## config.mk

```make
export PLATFORM = sky130hd
export DESIGN_NAME = uart_tx_fifo_8n1
export DESIGN_NICKNAME = d
export VERILOG_FILES = /design/src/rtl/uart_tx_fifo_8n1.sv
export SDC_FILE = /design/constraint.sdc
export NUM_CORES = 1
export LEC_CHECK = 0
export ABC_AREA = 1
export BUFFER_PORTS_ARGS = -buffer_cell sky130_fd_sc_hd__buf_2
export CORE_MARGIN = 3
export CORE_UTILIZATION = 61
export DETAILED_ROUTE_END_ITERATION = 10
export GPL_ROUTABILITY_DRIVEN = 0
export GPL_TIMING_DRIVEN = 0
export HOLD_SLACK_MARGIN = 0.15
export PLACE_DENSITY = 0.79
export SYNTH_ARGS = -nofsm -noshare
export SYNTH_HDL_FRONTEND = slang
export SYNTH_SLANG_ARGS = --single-unit
```

## constraint.sdc

```tcl
create_clock -name clk -period 3.3 [get_ports clk]
set_clock_uncertainty 0.2 [all_clocks]
set_input_delay 0.66 -clock clk [delete_from_list [all_inputs] [get_ports clk]]
set_output_delay 0.66 -clock clk [all_outputs]
set_load 0.02 [all_outputs]
```

## src/rtl/uart_tx_fifo_8n1.sv

```systemverilog
// UART 8N1 transmitter fed by a small byte FIFO with a valid/ready write port.
// Serialises queued bytes LSB first; back-to-back frames leave no idle gap on the line.
module uart_tx_fifo_8n1 #(
   parameter int unsigned CLK_HZ     = 12000000,
   parameter int unsigned BAUD       = 9600,
   parameter int unsigned FIFO_DEPTH = 4
) (
   input  logic       clk,
   input  logic       rst,
   input  logic [7:0] txbyte,
   input  logic       senddata,
   output logic       ready,
   output logic       uarttx,
   output logic       txbusy,
   output logic       txdone
);

   localparam int unsigned CLKS_PER_BIT = CLK_HZ / BAUD;
   localparam int unsigned BAUD_W       = (CLKS_PER_BIT > 1) ? $clog2(CLKS_PER_BIT) : 1;
   localparam int unsigned PTR_W        = $clog2(FIFO_DEPTH);
   localparam int unsigned CNT_W        = $clog2(FIFO_DEPTH + 1);

   typedef enum logic [1:0] {IDLE, START, DATA, STOP} state_t;

   state_t            state, state_next;
   logic [7:0]        mem [FIFO_DEPTH];
   logic [PTR_W-1:0]  wr_ptr, rd_ptr;
   logic [CNT_W-1:0]  count;
   logic [BAUD_W-1:0] baud_cnt, baud_next;
   logic [2:0]        bit_idx, bit_next;
   logic [7:0]        shift, shift_next;
   logic              tx_next, done_next;
   logic              push, pop, bit_end;

   assign ready   = (count != CNT_W'(FIFO_DEPTH));
   assign push    = senddata && ready;
   assign txbusy  = (state != IDLE) || (count != '0);
   assign bit_end = (baud_cnt == BAUD_W'(CLKS_PER_BIT - 1));

   // Byte storage; contents need no reset since count gates every read.
   always_ff @(posedge clk) begin
      if (push) mem[wr_ptr] <= txbyte;
   end

   always_ff @(posedge clk or posedge rst) begin
      if (rst) begin
         wr_ptr <= '0;
         rd_ptr <= '0;
         count  <= '0;
      end else begin
         if (push) wr_ptr <= wr_ptr + PTR_W'(1);
         if (pop)  rd_ptr <= rd_ptr + PTR_W'(1);
         case ({push, pop})
            2'b10:   count <= count + CNT_W'(1);
            2'b01:   count <= count - CNT_W'(1);
            default: ;
         endcase
      end
   end

   // tx_next is the level for the next cycle, so the line trails the state by one clock.
   always_comb begin
      state_next = state;
      baud_next  = baud_cnt;
      bit_next   = bit_idx;
      shift_next = shift;
      pop        = 1'b0;
      tx_next    = 1'b1;
      done_next  = 1'b0;
      case (state)
         IDLE: begin
            baud_next = '0;
            bit_next  = '0;
            if (count != '0) begin
               pop        = 1'b1;
               shift_next = mem[rd_ptr];
               state_next = START;
            end
         end
         START: begin
            tx_next = 1'b0;
            if (bit_end) begin
               baud_next  = '0;
               bit_next   = '0;
               state_next = DATA;
            end else begin
               baud_next = baud_cnt + BAUD_W'(1);
            end
         end
         DATA: begin
            tx_next = shift[0];
            if (bit_end) begin
               baud_next  = '0;
               shift_next = {1'b0, shift[7:1]};
               bit_next   = bit_idx + 3'd1;
               if (bit_idx == 3'd7) state_next = STOP;
            end else begin
               baud_next = baud_cnt + BAUD_W'(1);
            end
         end
         STOP: begin
            tx_next = 1'b1;
            if (bit_end) begin
               baud_next = '0;
               done_next = 1'b1;
               if (count != '0) begin
                  pop        = 1'b1;
                  shift_next = mem[rd_ptr];
                  state_next = START;
               end else begin
                  state_next = IDLE;
               end
            end else begin
               baud_next = baud_cnt + BAUD_W'(1);
            end
         end
         default: state_next = IDLE;
      endcase
   end

   always_ff @(posedge clk or posedge rst) begin
      if (rst) begin
         state    <= IDLE;
         baud_cnt <= '0;
         bit_idx  <= '0;
         shift    <= '0;
         uarttx   <= 1'b1;
         txdone   <= 1'b0;
      end else begin
         state    <= state_next;
         baud_cnt <= baud_next;
         bit_idx  <= bit_next;
         shift    <= shift_next;
         uarttx   <= tx_next;
         txdone   <= done_next;
      end
   end

endmodule
```

==> out/qor.txt <==
status = finished, final reports clean
Synth Register Bits = 65
Final Core Density = 72.2%
PortBufs = 14
post-CTS setup buffers = 0
xor/xnor cell area share of the yosys netlist = 1.67%
full die area = 6070 um^2
PwrDens = 555 nW/um^2
number of flops mapped to enable cells by yosys = 32
Slowest-stage cell, CP = dfrtp_1
critical path, cell by cell = inv_1, ha_1, inv_1, nand2_1, nand3_1, inv_1, ha_1, fa_1, a21oi_1, o21ai_0, xor2_1
WL final = 5.99 mm
syn_nets = 339
crit path max fanout = 8
post-synthesis simple-gate area fraction = 25.9%
ys async rst share = 50.8%
max-slew violation count = 0
Worst R2R Setup Slack = 0.67 ns
# IOs = 15
clock power share = 34.4%
Root Buffer = clkbuf_8
unrepaired setup endpoints after global routing = no
Synth Flop Type = edfxtp_1
hpwl dp = 3.88 mm
slew margin rel. = 42.1%
total number of yosys warnings = 0
commonest non-fill, non-tap cell in the layout = nand2_1
Synth Instances = 311
Compound-Gate Fraction of Synth Area = 3.29%
worst vdd ir = 0.471 mV
Initial Utilization = 65.0%
Critical Path AT = 2.64 ns
hold_buf cts = 0
first-pass GRT wire length = 10.5 mm
Die Ht = 77.9 um
Power Total = 1.94 mW
worst r2r src = state[0]$_DFFE_PP0P_
vias after detailed routing = 2169
Sw Share = 28.1%
DRT Pass-1 Iters = 4
clock buffer depth = 2
Core ar. = 4850 um^2
RR Endpoint = count[2]$_DFFE_PP0P_
fin crit share = 79.6%
largest net degree at the start of global routing = 34
GRT overflow = 0
DRC Markers = 0
final setup violation count = 0
Clk Latency, worst-skew pair = 0.34 ns
Fin Setup TNS = 0 ns
post-route ant nets = 0
Worst Path Required = 3.31 ns
Routed wire per std cell = 14.7 um
depth of the worst register-to-register path = 11
crit path time final = 2.63 ns
critical path launch point type = flip-flop
endpoints failing hold = 0
Worst Tran Pin Value = 0.865 ns
max-cap violation count = 0
register area share after synthesis = 56.7%
Post-Synthesis Cell Area = 3150 um^2
post-synthesis adder-cell area fraction = 6.99%
Layout area overhead = 11.1%
Yosys cell types = 37
fmax = 0.381 GHz
P_leak = 1.59 nW
row cnt = 25
CTS Buf Count = 9
antenna violations before repair = 0
main combinational cell family by area after synthesis = simple AND/OR/NAND/NOR gates
nets = 364
Critical Path End Type = flip-flop
PostCTS Resize Cnt = 0
share of cells above drive strength 1 = 20.5%
commonest non-fill, non-tap cells in the layout = 83 x nand2_1, 32 x dfrtp_1, 32 x edfxtp_1
Die W = 77.9 um
Synth Area per Inst = 10.1 um^2
Combinational Power Share = 13.4%
initial drt markers = 183
CTS clk-pin slew, worst paths = 0.07 ns
P_sw = 546 uW
WS Path Type = flip-flop to flip-flop
Worst Hold Class = primary input to asynchronous set/reset pin
Reg power frac = 52.2%
n_diodes = 0
CTS tree = done
max incr delay on CP = 0.48 ns
CTS Sinks = 65
internal power = 1.40 mW
vias in the first global route = 2240
vias per cell = 5.32
Most Frequent Cell on Critical Path = inv_1
mux share of post-synthesis cell area = 0%
H-Tree Depth = 3
All-Layer GR Usage = 22.7%
==> through the flow <==
step           instances  instance area, um^2  hold WS (ns)  worst slack (ns)
2_1_floorplan        311                 3150         0.249             0.960
6_report             408                 3500         0.227             0.672
4_1_cts              408                 3500         0.291             0.689
3_3_place_gp         392                 3310         0.262             0.747
3_5_place_dp         392                 3310         0.270             0.718
5_1_grt              408                 3500         0.290             0.537
==> state kept, by name (all words and copies together), names as in the netlist, 2 cells and up <==
signal    count
wr_ptr        2
baud_cnt     11
mem          32
count         3
shift         8
state         2
bit_idx       3
rd_ptr        2
==> layout make-up <==
cell class	instances	area, um^2
plain buffers	5	35.0
clock buffers	9	124
clock inverters	7	71.3
fillers	360	1350
inverters	32	135
multi-input cells	209	1190
flip-flops and latches	65	1790
well taps	67	83.8
repair buffers	14	70.1
==> Yosys cell counts (4+ instances only) <==
master    number  area share, %
o21ai_1        7            1.1
nand2_1       83            9.9
edfxtp_1      32             30
a21oi_1        7            1.1
inv_1         26            3.1
nor2_1        19            2.3
dfrtp_1       32             25
ha_1          16            6.4
nand4_1        4           0.79
nand2_2       13            2.6
nand3_2        4            1.3
nand3_1       28            4.4
xor2_1         4            1.1
==> critical path, delay by kind of cell, from the launching register on <==
kind	cells	cell delay (ns)
compound gates	2	0.23
xor+xnor	1	0.15
fa+ha+maj	3	0.89
buf+inv	3	0.30
flops	1	0.48
simple gates	2	0.25
==> how the worst max path moves through the flow <==
stage                         startpoint                   end  slack, ns  cells past startpoint
finish              state[0]$_DFFE_PP0P_  count[2]$_DFFE_PP0P_       0.67                     11
CTS                 state[0]$_DFFE_PP0P_  count[2]$_DFFE_PP0P_       0.69                     11
global placement    state[0]$_DFFE_PP0P_  count[2]$_DFFE_PP0P_       0.75                     11
detailed placement  state[0]$_DFFE_PP0P_  count[2]$_DFFE_PP0P_       0.72                     11
floorplan           state[0]$_DFFE_PP0P_  count[2]$_DFFE_PP0P_       0.96                     11
global route        state[0]$_DFFE_PP0P_  count[2]$_DFFE_PP0P_       0.54                     11
==> layer usage <==
layer	vias to the layer above	GRT usage [%]	routed length (um)
met5	-	0	0
met4	0	10.5	63
met3	7	3.83	251
met2	47	38.4	3120
met1	1045	28.4	2550
li1	1070	-	-
==> logic make-up after synthesis <==
family | count (synthesis)
AND/OR/NAND/NOR | 167
buffers and inverters | 37
adder cells (fa/ha/maj) | 17
AO/OA/AOI/OAI | 19
flip-flops | 65
XOR/XNOR | 6
==> power groups by stage <==
stage                     Clock (mW)  Sequential [mW]  Combinational, mW
after floorplan                    0             1.02              0.188
after global placement             0             1.02              0.245
after detailed placement           0             1.03              0.262
after CTS                      0.674             1.02              0.265
after global routing           0.706             1.02              0.295
final                          0.668             1.01              0.261
No activity file was read; power rests on OpenSTA's default activity.
